$ cat config.mk
export PLATFORM = sky130hd
export DESIGN_NAME = pkt_ram_arbiter
export DESIGN_NICKNAME = d
export VERILOG_FILES = /design/src/rtl/pkt_ram_arbiter_pkg.sv /design/src/rtl/rr_pick.sv /design/src/rtl/pkt_ram_arbiter.sv
export SDC_FILE = /design/constraint.sdc
export NUM_CORES = 1
export LEC_CHECK = 0
export CAP_MARGIN = 20
export CORE_MARGIN = 5
export CORE_UTILIZATION = 46
export DETAILED_ROUTE_END_ITERATION = 8
export PLACE_DENSITY = 0.86
export SYNTH_ARGS = -nofsm -noshare
export SYNTH_HDL_FRONTEND = slang
export SYNTH_SLANG_ARGS = --single-unit
$ cat constraint.sdc
create_clock -name clk -period 12.6 [get_ports clk]
set_input_delay 3.78 -clock clk [delete_from_list [all_inputs] [get_ports clk]]
set_output_delay 3.78 -clock clk [all_outputs]
set_load 0.05 [all_outputs]
$ cat src/rtl/pkt_ram_arbiter_pkg.sv
// Shared types and defaults for the packet RAM read-port arbiter.
// Widths, default read latency, FSM states and the in-flight read tag.
package pkt_ram_arbiter_pkg;

  localparam int PKT_ADDR_WIDTH = 8;
  localparam int PKT_DATA_WIDTH = 16;
  localparam int PKT_RAM_RD_LAT = 1;
  localparam int TAG_ID_W       = 3;

  typedef enum logic [1:0] {
    ARB_RUN    = 2'd0,
    ARB_DRAIN  = 2'd1,
    ARB_LOCKED = 2'd2
  } arb_state_e;

  typedef struct packed {
    logic                vld;
    logic [TAG_ID_W-1:0] id;
  } rd_tag_t;

endpackage

$ cat src/rtl/rr_pick.sv
// Combinational round-robin picker: the first set request at or after
// the pointer, wrapping, wins. Reusable by other switch arbiters.
module rr_pick #(
  parameter int N  = 4,
  parameter int IW = (N > 1) ? $clog2(N) : 1
) (
  input  logic [N-1:0]  req_i,
  input  logic [IW-1:0] ptr_i,
  output logic [N-1:0]  gnt_o,
  output logic [IW-1:0] idx_o,
  output logic          vld_o
);

  always_comb begin
    gnt_o = '0;
    idx_o = '0;
    vld_o = 1'b0;
    for (int k = 0; k < N; k++) begin
      automatic int j = int'(ptr_i) + k;
      if (j >= N) j = j - N;
      if (!vld_o && req_i[j]) begin
        vld_o    = 1'b1;
        gnt_o[j] = 1'b1;
        idx_o    = IW'(j);
      end
    end
  end

endmodule

$ cat src/rtl/pkt_ram_arbiter.sv
// Round-robin arbiter for the packet RAM read port with read-return
// steering and a lock/drain handshake for the control plane.
module pkt_ram_arbiter
  import pkt_ram_arbiter_pkg::*;
#(
  parameter int NUM_REQ    = 4,
  parameter int ADDR_WIDTH = PKT_ADDR_WIDTH,
  parameter int DATA_WIDTH = PKT_DATA_WIDTH,
  parameter int RD_LAT     = PKT_RAM_RD_LAT
) (
  input  logic                          clk,
  input  logic                          rst,
  input  logic [NUM_REQ-1:0]            req_i,
  input  logic [NUM_REQ*ADDR_WIDTH-1:0] req_addr_i,
  output logic [NUM_REQ-1:0]            gnt_o,
  output logic [NUM_REQ-1:0]            rvalid_o,
  output logic [DATA_WIDTH-1:0]         rdata_o,
  output logic [ADDR_WIDTH-1:0]         ram_addr_o,
  input  logic [DATA_WIDTH-1:0]         ram_data_i,
  input  logic                          lock_req_i,
  output logic                          lock_ack_o
);

  localparam int IW = $clog2(NUM_REQ);

  arb_state_e            state_q, state_d;
  logic [IW-1:0]         ptr_q, ptr_d;
  rd_tag_t               pipe_q [RD_LAT];
  rd_tag_t               out_q;
  logic [DATA_WIDTH-1:0] rdata_q;

  logic [NUM_REQ-1:0] pick_gnt;
  logic [IW-1:0]      pick_idx;
  logic               pick_vld;
  logic               win;
  logic               busy;

  rr_pick #(
    .N  (NUM_REQ),
    .IW (IW)
  ) u_pick (
    .req_i (req_i),
    .ptr_i (ptr_q),
    .gnt_o (pick_gnt),
    .idx_o (pick_idx),
    .vld_o (pick_vld)
  );

  // A lock request blocks the grant in the very cycle it rises.
  assign win = (state_q == ARB_RUN) && !lock_req_i && pick_vld;

  assign gnt_o      = (rst && win) ? pick_gnt : '0;
  assign ram_addr_o = (rst && win)
                    ? req_addr_i[int'(pick_idx)*ADDR_WIDTH +: ADDR_WIDTH]
                    : '0;

  always_comb begin
    ptr_d = ptr_q;
    if (win) begin
      if (int'(pick_idx) == NUM_REQ - 1) ptr_d = '0;
      else ptr_d = pick_idx + IW'(1);
    end
  end

  always_comb begin
    busy = out_q.vld;
    for (int i = 0; i < RD_LAT; i++) busy = busy | pipe_q[i].vld;
  end

  always_comb begin
    state_d = state_q;
    unique case (state_q)
      ARB_RUN:
        if (lock_req_i) state_d = ARB_DRAIN;
      ARB_DRAIN:
        if (!lock_req_i) state_d = ARB_RUN;
        else if (!busy) state_d = ARB_LOCKED;
      ARB_LOCKED:
        if (!lock_req_i) state_d = ARB_RUN;
      default:
        state_d = ARB_RUN;
    endcase
  end

  always_ff @(posedge clk or negedge rst) begin
    if (!rst) begin
      state_q <= ARB_RUN;
      ptr_q   <= '0;
      for (int i = 0; i < RD_LAT; i++) pipe_q[i] <= '0;
      out_q   <= '0;
      rdata_q <= '0;
    end else begin
      state_q   <= state_d;
      ptr_q     <= ptr_d;
      pipe_q[0] <= '{vld: win, id: TAG_ID_W'(pick_idx)};
      for (int i = 1; i < RD_LAT; i++) pipe_q[i] <= pipe_q[i-1];
      out_q <= pipe_q[RD_LAT-1];
      if (pipe_q[RD_LAT-1].vld) rdata_q <= ram_data_i;
    end
  end

  assign rvalid_o   = out_q.vld ? (NUM_REQ'(1) << out_q.id) : '0;
  assign rdata_o    = rdata_q;
  assign lock_ack_o = (state_q == ARB_LOCKED);

endmodule
# Yosys cells after proc, flatten, opt, wreduce, memory -nomap -nowiden
# Index checks and enable logic that the tools add are counted.
# word_totals
elab_cells	100
inputBits	55
latchBits	0
out_inout_bits	33
romBits	0
regBits	26
mem_count	0
ramBits	0
# classes
n_reduce_logical	16
bitwise	4
shift	2
mux	45
div	0
mul	0
eq_ne	6
n_addsub	8
magnitude_cmp	12
# op_table
op	count
32-bit by 1-bit greater-or-equal comparator with 1-bit output (second input constant)	4
32-bit by 4-bit less-than comparator with 1-bit output (second input constant)	4
32-bit two-way mux	4
32-bit by 4-bit greater-or-equal comparator with 1-bit output (second input constant)	3
32-bit by 4-bit subtractor with 32-bit output (second input constant)	3
32-bit by 6-bit variable part select with 8-bit output	1
4-bit two-way mux	6
2-bit two-way mux	9
1-bit two-way mux	16
4-bit OR	3
1-bit logical AND	10
1-bit binary-select mux with 2-bit select	4
1-bit demux with 2-bit select	4
8-bit two-way mux	1
2-bit by 2-bit adder with 3-bit output (second input constant)	2
2-bit case mux with 3 select lines	1
2-bit by 1-bit == test with 1-bit output (second input constant)	2
1-bit zero test	4
2-bit inequality test (second input constant)	2
1-bit by 2-bit << shifter with 4-bit output (first input constant)	1
2-bit by 3-bit subtractor with 4-bit output (second input constant)	1
2-bit by 1-bit adder with 3-bit output (second input constant)	1
2-bit by 3-bit greater-or-equal comparator with 1-bit output (second input constant)	1
3-bit inequality test (second input constant)	1
5 further kinds	5

# Logic depth before layout (Yosys ltp)
# Gate-level depths: netlist of run 1.
# depth
word_depth	18
mapped_depth	12
depth_no_buf	8

# Modules after synthesis
# A second synthesis of run 1 with hierarchy kept.
# hier_totals
cells_unflattened	132
hier_area_um2	1716.6
# by_module_without_submodules
module	area_each_um2	seq_area_each_um2	n_inst	cells_per_inst
pkt_ram_arbiter	1256.2	650.6	1	84
rr_pick	460.4	0.0	1	48

# Least setup slack after synthesis of run 1
# OpenSTA, ideal clock, no wires.
# synth_path
path_kind	input port to output port
from	input port req_i[2]
to	output port ram_addr_o[0]
t_arrival_ns	6.071
required_time_ns	8.820
setup_slack_ns	2.749
path_stages	8
path_buffers	3
path_cell_list	buf_2 -> mux4_2 -> buf_4 -> a21oi_4 -> buf_8 -> mux2i_1 -> a311oi_1 -> o22ai_1
# synth_via
elab_chain_len	16
word_cells_on_any_way	30
classes_between	shift (1); mux (21); reduce/logical (8)
# synth_rtl
item	line	text
from (decl)	pkt_ram_arbiter.sv:13	input logic [NUM_REQ-1:0] req_i,
branches (longest 15 deep; another with 1-bit binary-select mux with 2-bit select)	n/a	
8-bit two-way mux (*)	pkt_ram_arbiter.sv:54	? req_addr_i[int'(pick_idx)*ADDR_WIDTH +: ADDR_WIDTH]
to (decl)	pkt_ram_arbiter.sv:18	output logic [ADDR_WIDTH-1:0] ram_addr_o,
# Mark *: on every way between the ends. The select of a mux whose other input is x is not followed.

# Worst setup path after layout of run 1
# layout_path
from	input port req_i[0]
to	output port ram_addr_o[3]
# Same word-level chain as after synthesis.

==> out/summary.txt, run 1 <==
post-route cell area -> 0.00298 mm²
setup repair bufs after CTS -> 0
Sw Pwr -> 0.000324 W
Die Y -> 76.8 µm
RR Endpoint -> ptr_q[1]$_DFFE_PN0P_
switch share -> 49.8%
Core ar. -> 0.00435 mm²
Setup Skew -> 0.00192 ns
Post-Syn Instances -> 218
Routed Antenna Nets -> 0
Die ar. -> 0.00589 mm²
CTS resizes -> 0
Starting Density -> 47.1%
Worst Path Arrival -> 7.17 ns
maxcap violations -> 0
worst-path fanout max -> 17
synthesized area -> 0.00205 mm²
post-DP HPWL -> 4050 µm
Layout Cells excl Fill -> 345
DRT iter0 DRCs -> 100
Syn Area/Cell -> 9.41 µm²
minimum clock period after layout -> 10.95 ns
# IOs -> 88
adder-cell share of the synthesized area -> 2.44%
reg-to-reg startpoint -> ptr_q[0]$_DFFE_PN0P_
Critical Path RT -> 8.82 ns
maximum buffer depth of the clock tree -> 2
DRC errors left -> 0
Routed WL per cell -> 15.7 µm
crit path from -> req_i[0]
clk slew on worst S/H paths -> 0.08 ns
top_reg_cell synth -> dfrtp_1
first-pass GRT wire length -> 9000 µm
slew margin rel. -> 32.7%
total power -> 0.000651 W
Synth top cells by count -> nand2_1 (34), dfrtp_1 (26), mux2_2 (19), nor3b_1 (19), mux2i_1 (16)
worst min-delay path category -> flip-flop to flip-flop
Die Wd -> 76.8 µm
Crit Path Class -> input pin to output port
Flop pwr share -> 24.0%
length in cells of the worst reg-to-reg path -> 8
CP Capture Type -> output port
most common cell in the synthesized netlist -> nand2_1
mux contribution to synthesized area -> 21.5%
Hold Path Origin -> pipe_q[0]$_DFF_PN0_
antenna violations before repair -> 0
Max VDD drop -> 0.0844 mV
I/O Buffers -> 87
leakage -> 1.14 nW
post-synthesis simple-gate area fraction -> 19.6%
CTS root buf -> clkbuf_8
DP Cell Count -> 340
CP Launch Type -> input pin
Netlist cell types -> 36
Final Net Count -> 353
unrepaired setup endpoints after global routing -> false
fraction of the mapped netlist area in compound gates -> 18.5%
Power Density -> 219 mW/mm²
Hold Crit Endpoint -> out_q[0]$_DFF_PN0_
setup TNS -> 0 ns
vias in the first global route -> 1902
share of the synthesized area in the top cell type -> 31.7%
worst skew pair latency -> 0.27 ns
clock sink total -> 26
WL final -> 5420 µm
internal power -> 0.000327 W
grt total ovfl -> 0
Min Hold Slack -> 0.371 ns
share of layout cells above drive strength 1 -> 11.3%
post-synth net total -> 277
Max H-tree Level -> 1
main combinational cell family by area after synthesis -> multiplexers
status -> finished, final reports clean
Final Cycle Share -> 86.9%
top post-synthesis cells by area -> dfrtp_1 (32%), mux2_2 (10%), mux2i_1 (7.8%)
r2r setup slk -> 8.41 ns
fill count -> 355
Area after DPL -> 0.00291 mm²
vias -> 1944
row count -> 24
synth warn -> 0
Yosys top cell by area -> dfrtp_1
FMAX -> 0.0913 GHz
largest net degree at the start of global routing -> 65
Async S/R FF share, synth -> 100%
hold buffers post-CTS -> 0
Synth Area in XOR/XNOR -> 0.854%
final hold violation count -> 0
Area Overhead vs Synth -> 45.1%
sequential area share after synthesis -> 31.7%
DRT Pass-1 Iters -> 4
overall global routing resource usage -> 18.0%
GP Congestion -> 0.922
combinational share of power -> 67.8%
CTS buffer count -> 3
vias per cell -> 5.63
CTS tree -> yes
Setup violations, final -> 0
Worst-Margin Slew -> 1.01 ns
antenna diode count -> 0
hold path cells -> 0
FF+latch count, synth -> 26
Post-synth EDFFs -> 0
Clock Power Share -> 8.2%
max-slew violations -> 0
-- power groups by stage --
stage	Sequential, W	Combinational (W)	Clock [W]
final	0.000156	0.000441	0.0000530
after global routing	0.000164	0.000476	0.0000591
after CTS	0.000156	0.000437	0.0000549
after detailed placement	0.000157	0.000434	0
after global placement	0.000155	0.000429	0
after floorplan	0.000180	0.000310	0
-- registers in the layout, summed over array words and instances (netlist names) --
register and flops:
ptr_q 2, state_q 2, rdata_o 16, out_q 3, pipe_q 3
-- worst max-delay path: stages --
cell	delay (ns)
clkdlybuf4s50_1	0.56
mux4_2	0.67
a21oi_4	0.60
mux2_2	0.40
a221oi_1	0.29
o22ai_1	0.13
clkdlybuf4s50_1	0.72
-- final cells by class --
class	instances	area, µm²	area share (%)
Multi-Input combinational cell	170	1300	43.7
Inverter	4	15.0	0.505
Clock buffer	4	55.1	1.85
Sequential cell	26	652	21.9
Tap cell	52	65.1	2.19
Timing Repair Buffer	89	890	29.9
-- cell usage in the layout (no fill, tap or decap), drive strengths merged, types with 2 or more instances in the layout --
cell,n
clkdlybuf4s50,87
nand2,34
dfrtp,26
nor3b,19
mux2,19
mux2i,16
a311oi,15
o22ai,10
a22oi,9
nor2,7
nor2b,7
o21ai,7
inv,4
ha,4
clkbuf,4
a21oi,4
mux4,3
and3b,2
buf,2
-- cells by family after synthesis --
| logic type | Yosys count |
|---|---|
| simple gates | 76 |
| buf+inv | 22 |
| mux | 38 |
| compound gates | 50 |
| flops | 26 |
| fa+ha+maj | 4 |
| xor+xnor | 2 |
-- how the worst max path moves through the flow --
stage                          to  cells after the start  slack (ns)
floorplan           ram_addr_o[0]                      8        2.75
global placement    ram_addr_o[3]                      6        1.61
detailed placement  ram_addr_o[3]                      6        1.57
CTS                 ram_addr_o[3]                      6        1.54
global route        ram_addr_o[3]                      8        1.49
finish              ram_addr_o[3]                      7        1.65
-- routing by layer --
metal | part of all wire, % | global-route usage, %
met5 | 0 | 0
met3 | 7.5 | 4.45
met4 | 1.4 | 5.24
met1 | 41 | 22.7
met2 | 50 | 30.2
-- stage by stage --
| step | setup WS [ns] | util, % |
|---|---|---|
| 3_3_place_gp | 1.61 | 66.8 |
| 4_1_cts | 1.54 | 68.1 |
| 6_report | 1.65 | 68.3 |
| 5_1_grt | 1.49 | 68.3 |
| 3_5_place_dp | 1.57 | 66.8 |
| 2_1_floorplan | 2.75 | - |
No activity file was read; power rests on OpenSTA's default activity.
==> run 2, diff against run 1 <==
Settings changed: CORE_MARGIN 5 to 3.
==> out/summary.txt, run 2 (synthesized netlist as in run 1, its figures left out) <==
status -> finished, final reports clean
antenna diode count -> 0 (unchanged)
Die Y -> 72.8 µm (-5.2%)
maximum buffer depth of the clock tree -> 2 (unchanged)
Max H-tree Level -> 1 (unchanged)
Max VDD drop -> 0.0944 mV (+12%)
commonest non-fill, non-tap cell in the layout -> clkdlybuf4s50_1
CTS buffer count -> 3 (unchanged)
CTS tree -> yes
Largest register FFs -> 16 (unchanged)
Starting Density -> 49.5% (+2.4 points)
Routed Antenna Nets -> 0 (unchanged)
met1 WL -> 2260 µm (+0.94%)
vias per cell -> 5.77 (+2.4%)
WL final -> 5310 µm (-2.0%)
Critical Path RT -> 8.82 ns (about the same)
Hold Crit Endpoint -> out_q[0]$_DFF_PN0_
Area Overhead vs Synth -> 45.1% (about the same)
met3 routed wirelength -> 440 µm (+8.4%)
overall global routing resource usage -> 19.3% (+1.3 points)
post-DP HPWL -> 3870 µm (-4.4%)
final core utilization -> 71.8% (+3.5 points)
largest net degree at the start of global routing -> 65 (unchanged)
post-route cell area -> 0.00298 mm² (about the same)
Final Net Count -> 353 (unchanged)
worst min-delay path category -> flip-flop to flip-flop
worst-path fanout max -> 17 (unchanged)
antenna violations before repair -> 0 (unchanged)
routed wire length on met2 -> 2500 µm (-7.1%)
row count -> 23 (-4.2%)
Worst Path Arrival -> 7.10 ns (-0.07 ns)
Worst-Margin Slew -> 1.00 ns (-0.00844 ns)
uppermost routed layer -> met4
grt total ovfl -> 0 (unchanged)
DRT iter0 DRCs -> 94 (-6.0%)
clock sink total -> 26 (unchanged)
Die Wd -> 72.8 µm (-5.2%)
Setup Skew -> 0.00451 ns (+0.00259 ns)
GP Congestion -> 0.767 (-17%)
Hold Path Origin -> pipe_q[0]$_DFF_PN0_
Power Density -> 218 mW/mm² (-0.17%)
share of layout cells above drive strength 1 -> 11.3% (unchanged)
leakage -> 1.14 nW (+0.11%)
setup repair bufs after CTS -> 0 (unchanged)
Routed WL per cell -> 15.5 µm (-1.4%)
slew margin rel. -> 33.3% (+0.56 points)
maxcap violations -> 0 (unchanged)
CTS resizes -> 0 (unchanged)
Setup violations, final -> 0 (unchanged)
DRC errors left -> 0 (unchanged)
CP Launch Type -> input pin
# IOs -> 88 (unchanged)
unrepaired setup endpoints after global routing -> false
CTS root buf -> clkbuf_8
minimum clock period after layout -> 10.88 ns (-0.0718 ns)
Crit Path Class -> input pin to output port
Final Cycle Share -> 86.3% (-0.57 points)
vias in the first global route -> 1792 (-5.8%)
vias -> 1980 (+1.9%)
reg-to-reg startpoint -> ptr_q[0]$_DFFE_PN0P_
FMAX -> 0.0919 GHz (+0.66%)
I/O Buffers -> 87 (unchanged)
Die ar. -> 0.00530 mm² (-10%)
setup TNS -> 0 ns (unchanged)
max-slew violations -> 0 (unchanged)
worst skew pair latency -> 0.27 ns (about the same)
hold path cells -> 0 (unchanged)
length in cells of the worst reg-to-reg path -> 8 (unchanged)
clk slew on worst S/H paths -> 0.08 ns (about the same)
first-pass GRT wire length -> 8130 µm (-9.7%)
CP Capture Type -> output port
most frequent cells in the layout -> clkdlybuf4s50_1 (87), nand2_1 (34), dfrtp_1 (25)
RR Endpoint -> ptr_q[1]$_DFFE_PN0P_
hold buffers post-CTS -> 0 (unchanged)
DRT Pass-1 Iters -> 4 (unchanged)
Core ar. -> 0.00414 mm² (-4.8%)
fill count -> 342 (-3.7%)
r2r setup slk -> 8.47 ns (+0.06 ns)
Area after DPL -> 0.00291 mm² (about the same)
final hold violation count -> 0 (unchanged)
==> run 2: changes by cell type in the layout (fill, tap and decap cells not counted) <==
cell   before  now
buf_6       1    0
buf_8       0    1
==> run 2: final cells by class <==
cell class | count | area [µm²] | area share, %
multi-input cells | 170 | 1300 | 43.6
repair buffers | 89 | 893 | 30.0
inverters | 4 | 15.0 | 0.504
flip-flops and latches | 26 | 652 | 21.9
clock buffers | 4 | 55.1 | 1.85
well taps | 50 | 62.6 | 2.10
==> run 2: how the worst max path moves through the flow <==
stage	start	end
3_3_place_gp	req_i[0]	ram_addr_o[7]
5_1_grt	req_i[2]	ram_addr_o[3]
4_1_cts	req_i[0]	ram_addr_o[1]
3_5_place_dp	req_i[0]	ram_addr_o[0]
2_1_floorplan	req_i[2]	ram_addr_o[0]
6_report	req_i[0]	ram_addr_o[3]
==> run 2: critical path, cell delays in order <==
cell,delay [ns]
clkdlybuf4s50_1,0.56
mux4_2,0.66
a21oi_4,0.59
mux2_2,0.41
a221oi_1,0.27
o22ai_1,0.10
clkdlybuf4s50_1,0.72
==> run 2: power breakdown <==
| part | leakage (nW) | internal (W) | total, W | switching (W) |
|---|---|---|---|---|
| clock network | 0.0288 | 0.0000280 | 0.0000532 | 0.0000252 |
| logic | 0.802 | 0.000190 | 0.000440 | 0.000250 |
| registers | 0.308 | 0.000110 | 0.000157 | 0.0000466 |
==> run 2: metal layers <==
| metal | vias up | global-route usage [%] |
|---|---|---|
| met3 | 7 | 4.55 |
| met1 | 924 | 23.7 |
| met2 | 78 | 32.6 |
| li1 | 971 | - |
| met4 | 0 | 7.58 |
| met5 | - | 0 |
==> run 2: metrics by stage <==
stage	hold WS, ns	setup slack (ns)	cells	power (W)
CTS	0.361	1.56	342	0.000646
floorplan	0.331	2.75	218	0.000490
detailed placement	0.342	1.58	338	0.000590
global placement	0.332	1.61	338	0.000580
finish	0.361	1.72	343	0.000650
global route	0.375	1.50	343	0.000695
==> run 3, diff against run 2 <==
Settings changed: CTS_CLUSTER_SIZE set to 20.
==> results of run 3 <==
Same layout as run 2: the final DEF is identical, and so are final timing and power.
